**src/rtl/jk_pkg.sv**
```systemverilog
// Shared JK definitions: {J,K} operation encodings and default counter geometry.
package jk_pkg;

    localparam int unsigned DEF_WIDTH   = 4;
    localparam int unsigned DEF_MODULUS = 10;

    typedef enum logic [1:0] {
        JK_HOLD = 2'b00,
        JK_RST  = 2'b01,
        JK_SET  = 2'b10,
        JK_TOG  = 2'b11
    } jk_op_e;

endpackage

```
**src/rtl/jk_cell.sv**
```systemverilog
// One-bit JK storage element with synchronous active-high reset.
module jk_cell
    import jk_pkg::*;
(
    input  logic clk,
    input  logic reset,
    input  logic J,
    input  logic K,
    output logic Q
);

    always_ff @(posedge clk) begin
        if (reset) begin
            Q <= 1'b0;
        end else begin
            case (jk_op_e'({J, K}))
                JK_HOLD: Q <= Q;
                JK_RST:  Q <= 1'b0;
                JK_SET:  Q <= 1'b1;
                JK_TOG:  Q <= ~Q;
                default: Q <= Q;
            endcase
        end
    end

endmodule

```
**src/rtl/jk_mod_counter.sv**
```systemverilog
// Modulo-N up/down counter built from JK cells; exposes its J/K excitation vectors.
module jk_mod_counter
    import jk_pkg::*;
#(
    parameter int unsigned WIDTH   = DEF_WIDTH,
    parameter int unsigned MODULUS = DEF_MODULUS
)
(
    input  logic             clk,
    input  logic             reset,
    input  logic             en,
    input  logic             up,
    input  logic             load,
    input  logic [WIDTH-1:0] d,
    output logic [WIDTH-1:0] Q,
    output logic             tc,
    output logic             load_err,
    output logic [WIDTH-1:0] jk_j,
    output logic [WIDTH-1:0] jk_k
);

    // One extra bit so MODULUS == 2^WIDTH is representable in comparisons.
    localparam logic [WIDTH:0]   MOD_EXT = (WIDTH + 1)'(MODULUS);
    localparam logic [WIDTH-1:0] TOP     = WIDTH'(MODULUS - 1);

    logic [WIDTH-1:0] n;
    logic             d_ok;
    logic             q_ok;
    logic             err_n;

    // Next-state selection: reset, then load, then count, then hold.
    always_comb begin
        d_ok  = ({1'b0, d} < MOD_EXT);
        q_ok  = ({1'b0, Q} < MOD_EXT);
        n     = Q;
        err_n = 1'b0;
        if (reset) begin
            n = '0;
        end else if (load) begin
            if (d_ok) begin
                n = d;
            end else begin
                n     = '0;
                err_n = 1'b1;
            end
        end else if (en) begin
            if (!q_ok) begin
                n = '0;
            end else if (up) begin
                n = (Q == TOP) ? '0 : Q + WIDTH'(1);
            end else begin
                n = (Q == '0) ? TOP : Q - WIDTH'(1);
            end
        end
    end

    assign jk_j = ~Q & n;
    assign jk_k = Q & ~n;

    assign tc = ~reset & en & ~load & ((up & (Q == TOP)) | (~up & (Q == '0)));

    for (genvar i = 0; i < int'(WIDTH); i++) begin : g_bit
        jk_cell u_cell (
            .clk   (clk),
            .reset (reset),
            .J     (jk_j[i]),
            .K     (jk_k[i]),
            .Q     (Q[i])
        );
    end

    // The error flag is stored in a JK cell as well, driven with minimal excitation.
    jk_cell u_err (
        .clk   (clk),
        .reset (reset),
        .J     (err_n & ~load_err),
        .K     (~err_n & load_err),
        .Q     (load_err)
    );

endmodule
```
**config.mk**
```make
export PLATFORM = sky130hd
export DESIGN_NAME = jk_mod_counter
export DESIGN_NICKNAME = d
export VERILOG_FILES = /design/src/rtl/jk_pkg.sv /design/src/rtl/jk_cell.sv /design/src/rtl/jk_mod_counter.sv
export SDC_FILE = /design/constraint.sdc
export NUM_CORES = 1
export LEC_CHECK = 0
export ABC_CLOCK_PERIOD_IN_PS = 4500
export CAP_MARGIN = 40
export CORE_UTILIZATION = 50
export CTS_CLUSTER_SIZE = 24
export DETAILED_ROUTE_END_ITERATION = 10
export PLACE_DENSITY = 0.93
export SYNTH_ARGS = -nofsm -noshare
export SYNTH_HDL_FRONTEND = slang
export SYNTH_SLANG_ARGS = --single-unit
```
**constraint.sdc**
```tcl
create_clock -name clk -period 4.5 [get_ports clk]
set_clock_uncertainty 0.1 [all_clocks]
set_input_delay 0.9 -clock clk [delete_from_list [all_inputs] [get_ports clk]]
set_output_delay 0.9 -clock clk [all_outputs]
set_load 0.005 [all_outputs]
```
# Word level (Yosys, flattened, before mapping)
# Index checks and enable logic that the tools add are counted.
[totals] inputBits=9 ramBits=0 latchBits=0 mem_count=0 romBits=0 regBits=5 output_inout_bits=14
[op_classes] div_mod_pow=0 magnitude_cmp=2 shift=0 n_mux=16 n_bitwise=21 n_eq_ne=16 n_addsub=2 multipliers=0 reduce_logical=6
[ops] operator="4-bit two-way mux" n=8
[ops] operator="2-bit == test (second input constant)" n=10
[ops] operator="1-bit one-hot mux with 3 select lines" n=5
[ops] operator="2-bit by 1-bit == test with 1-bit output (second input constant)" n=5
[ops] operator="2-bit zero test" n=5
[ops] operator="1-bit inverter" n=9
[ops] operator="4-bit bitwise AND" n=2
[ops] operator="4-bit < comparator (second input constant)" n=2
[ops] operator="4-bit inverter" n=2
[ops] operator="1-bit bitwise AND" n=7
[ops] operator="4-bit by 1-bit adder with 4-bit output (second input constant)" n=1
[ops] operator="4-bit == test (second input constant)" n=1
[ops] operator="4-bit zero test" n=1
[ops] operator="4-bit by 1-bit subtractor with 4-bit output (second input constant)" n=1
[ops] operator="1-bit two-way mux" n=3
[ops] operator="1-bit bitwise OR" n=1

# Depth between registers and ports, before layout
# Gate-level depths: netlist of run 1.
[logic_depth] depth_word=11 mapped_depth=8 mapped_depth_nobuf=7

# Modules after synthesis
# From an unflattened synthesis of run 1, not the netlist that was laid out.
[unflattened] hier_cells=76 area_unflattened_um2=576.8
[modules_own_cells] mod="jk_mod_counter" seq_area_each_um2=0.0 instances=1 area_per_inst_um2=420.4 cells_each=61
[modules_own_cells] mod="jk_cell" seq_area_each_um2=20.0 instances=5 area_per_inst_um2=31.3 cells_each=3

# Least setup slack after synthesis of run 1
# OpenSTA, ideal clock, no wires.
[synth_path] path_kind="in2out" start="input up" end="output jk_k[3]" path_buffers=2 setup_slack_ns=1.294 cell_stages=7 required_ns=3.500 arrival_time_ns=2.206 path_cell_list="buf_6 > o21ba_2 > a2111oi_4 > o221ai_1 > a21o_1 > ha_1 > buf_4"
[synth_between] elab_chain_len=7
[synth_lines] element="start, declared" line_no="jk_mod_counter.sv:12" rtl="input logic up,"
[synth_lines] element="4-bit two-way mux" line_no="jk_mod_counter.sv:49" rtl="end else if (up) begin"
[synth_lines] element="4-bit two-way mux" line_no="jk_mod_counter.sv:47" rtl="if (!q_ok) begin"
[synth_lines] element="4-bit two-way mux" line_no="jk_mod_counter.sv:46" rtl="end else if (en) begin"
[synth_lines] element="4-bit two-way mux" line_no="jk_mod_counter.sv:39" rtl="end else if (load) begin"
[synth_lines] element="4-bit two-way mux" line_no="jk_mod_counter.sv:37" rtl="if (reset) begin"
[synth_lines] element="4-bit inverter" line_no="jk_mod_counter.sv:58" rtl="assign jk_k = Q & ~n;"
[synth_lines] element="4-bit bitwise AND" line_no="jk_mod_counter.sv:58"
[synth_lines] element="end, declared" line_no="jk_mod_counter.sv:19" rtl="output logic [WIDTH-1:0] jk_k"
# Every way passes these cells.

# Worst setup path in the final report of run 1
# Same ends and word-level chain as after synthesis.

==> results of run 1 <==
[through the flow]
stage          utilization (%)  worst slack, ps  hold slack [ps]  std cells
3_5_place_dp              65.5              373              413        117
4_1_cts                   67.5              368              432        121
6_report                  67.5              379              424        121
3_3_place_gp              65.5              423              404        117
5_1_grt                   67.5              277              449        121
2_1_floorplan                -             1290              411         97
[cell families after synthesis]
kind of cell	Yosys count	share of synthesized area, %
simple gates	33	24.4
mux	4	5.18
flops	5	12.9
buf+inv	24	19.1
compound gates	21	22.2
fa+ha+maj	8	12.9
xor+xnor	2	3.24
[tightest hold or removal path, cell delays in order (launching register included)]
cell and delay, ps:
dfxtp_1 340, mux2i_1 80, nor2_1 70
[placed cells by master (no fill, tap or decap), types with 2 or more instances in the layout]
cell type | Yosys | final
a211oi_1 | 2 | 2
dfxtp_1 | 5 | 5
mux2i_1 | 4 | 4
nor2b_1 | 3 | 3
nor2_1 | 8 | 8
a21o_1 | 2 | 2
a21oi_1 | 3 | 3
nand3_1 | 5 | 5
and3_1 | 2 | 2
inv_1 | 6 | 6
clkbuf_4 | 0 | 3
ha_1 | 8 | 8
clkdlybuf4s50_1 | 0 | 22
nor3_1 | 5 | 5
o21ai_0 | 4 | 4
[final cells by class]
| class | count | share of cell area, % |
|---|---|---|
| clock buffers | 3 | 2.44 |
| repair buffers | 23 | 24.7 |
| clock inverters | 1 | 0.543 |
| well taps | 15 | 2.04 |
| flip-flops and latches | 5 | 10.9 |
| inverters | 6 | 2.44 |
| multi-input cells | 68 | 57.0 |
[sequential cells by signal, indices dropped and copies added, names as in the netlist]
register and cells:
u_err.Q 1, g_bit.u_cell.Q 4
[power by group through the flow]
stage / registers, mW / logic, mW / clock network [mW]
6_report: 0.0474 / 0.0453 / 0.0588
3_5_place_dp: 0.0483 / 0.0452 / 0
4_1_cts: 0.0474 / 0.0454 / 0.0603
5_1_grt: 0.0476 / 0.0496 / 0.0638
2_1_floorplan: 0.0468 / 0.0324 / 0
3_3_place_gp: 0.0482 / 0.0438 / 0
[metal layers]
metal	up-vias	GRT usage, %
li1	355	-
met1	336	25.6
met2	22	35.2
met3	2	9.04
met4	0	5.65
met5	-	0
[worst max-delay path by stage]
stage	to	cells after the start
5_1_grt	jk_k[3]	7
3_3_place_gp	jk_k[3]	7
6_report	jk_k[3]	7
4_1_cts	jk_k[3]	7
3_5_place_dp	jk_k[3]	7
2_1_floorplan	jk_k[3]	7
==> flow_summary.toml, run 1 <==
[status]
status = "finished, final reports clean"

[global_route]
antenna_found_initial = 0
grt_remaining_overflow = 0
grt_pass1_wl_um = 2350
grt_pass1_vias = 568
grt_max_degree = 18
grtUsageTotal_pct = 21.4

[clock_network]
cts_tree = "built"
clock-sinks = 5
cts_buffers = 3
cts-hold-fix-buffers = 0
clkSlewWorstSetupHoldPaths_ps = 60
postCtsSetupBuffers = 0
cts.htree.levels = 1
clockRootBuffer = "clkbuf_4"
ctsResizeCount = 0
clockBufferDepth = 2
clk-insertion-delay-late_ps = 270

[power]
seq_power_share_pct = 31.3
switchingPower_uw = 49.2
peakVddDrop_uv = 158
intPower_uw = 102
p_sw_share_pct = 32.5
p_clk_share_pct = 38.8
finalPower_uw = 151
comb_power_share_pct = 29.9
p_per_area_nw_per_um2 = 164
p_leak_nw = 0.356

[placed_design]
gp_congestion = 0.862
portBuffers = 22
place_area_um2 = 895
dp_hpwl_um = 1170

[timing]
drv_slew = 0
hold_viol_final = 0
tightest_slew_ps = 592
setup_tns_ps = 0
fin_crit_sh_pct = 91.6
slew_headroom_pct = 60.5
fin_crit_ps = 4120
setup_viol = 0
rsz0062_at_grt = "no"
fmax_mhz = 243

[synthesis]
ys_ff_latch = 5
seq_area_frac_synth_pct = 12.9
avgSynthCellArea_um2 = 7.97
synth_top_area_share_pct = 12.9
syn_inst = 97
yosysTopAreaCell = "dfxtp_1"
synth_edf_count = 0
synth-main-ff-cell = "dfxtp_1"
yosysMostFrequentCell = "buf_4"
synthArstFlopShare_pct = 0
synth_common_cells = "buf_4 (13), ha_1 (8), nor2_1 (8)"
synthTopCellsByArea = "dfxtp_1 (13%), ha_1 (13%), buf_4 (13%)"
synth_fp_nets = 114
synth_area_um2 = 773
synth_warnings = 0
ys_types = 39

[detailed_routing]
route.met2.wl_um = 751
vias = 715
wirelength_met1_um = 705
routed_wl_um = 1570
dr.max_layer_used = "met4"
drt_first_pass_iters = 4
first_iter_violations = 26
wl_per_cell_um = 13.0
wl_met3_um = 100
vias_per_cell = 5.91
ant_nets = 0
remaining_drc_errors = 0

[setup_path]
worst-path-buf-inv = 2
crit_type = "in2out"
r2r_setup_slack_ps = 2040
crit_path_top_delay_cell = "clkdlybuf4s50_1"
r2r-end = "g_bit[3].u_cell.Q"
critPathArrivalTime_ps = 3120
reg2regPathDepth = 7
worstPathRequired_ps = 3500
critPathMaxStageDelay_ps = 580
path_cells = "clkdlybuf4s50_1 > o21ba_2 > a2111oi_4 > o221ai_1 > a21o_1 > ha_1 > clkdlybuf4s50_1"
path_delay_family = "compound AO/OA/AOI/OAI gates"
startpoint = "up"
critical_path_peak_fanout = 8
cpMostUsedCell = "clkdlybuf4s50_1"
r2r-start = "g_bit[3].u_cell.Q"
endpoint_kind = "output pin"
critPathLaunchType = "input pin"

[die]
start_util_pct = 56.6
coreArea_um2 = 1370
ios = 23
rows = 13
die_x_um = 41.3
dieArea_um2 = 1710
die_height_um = 41.3

[cells_and_area]
areaGrowthSynthToFinish_pct = 19.3
multi_input_area_um2 = 526
layout-drive-gt1-share_pct = 11.3
diodes = 0
final_cell_area_um2 = 922
layout.area.seq_um2 = 100
fin_nets = 124
fillers = 122

[min_path]
hp-start = "u_err.Q"
hold_path_end = "u_err.Q"
hold_depth = 2
hold_path_class = "reg2reg"

[run]
maxCapViolations = 0
No activity file was read; power rests on OpenSTA's default activity.
==> inputs of run 2 (changes only) <==
--- a/config.mk
+++ b/config.mk
@@ -8,7 +8,7 @@
 export ABC_CLOCK_PERIOD_IN_PS = 4500
 export CAP_MARGIN = 40
 export CORE_UTILIZATION = 50
-export CTS_CLUSTER_SIZE = 24
+export CTS_CLUSTER_SIZE = 20
 export DETAILED_ROUTE_END_ITERATION = 10
 export PLACE_DENSITY = 0.93
 export SYNTH_ARGS = -nofsm -noshare
==> results of run 2 <==
Same layout as run 1: the final DEF is identical, and so are final timing and power.
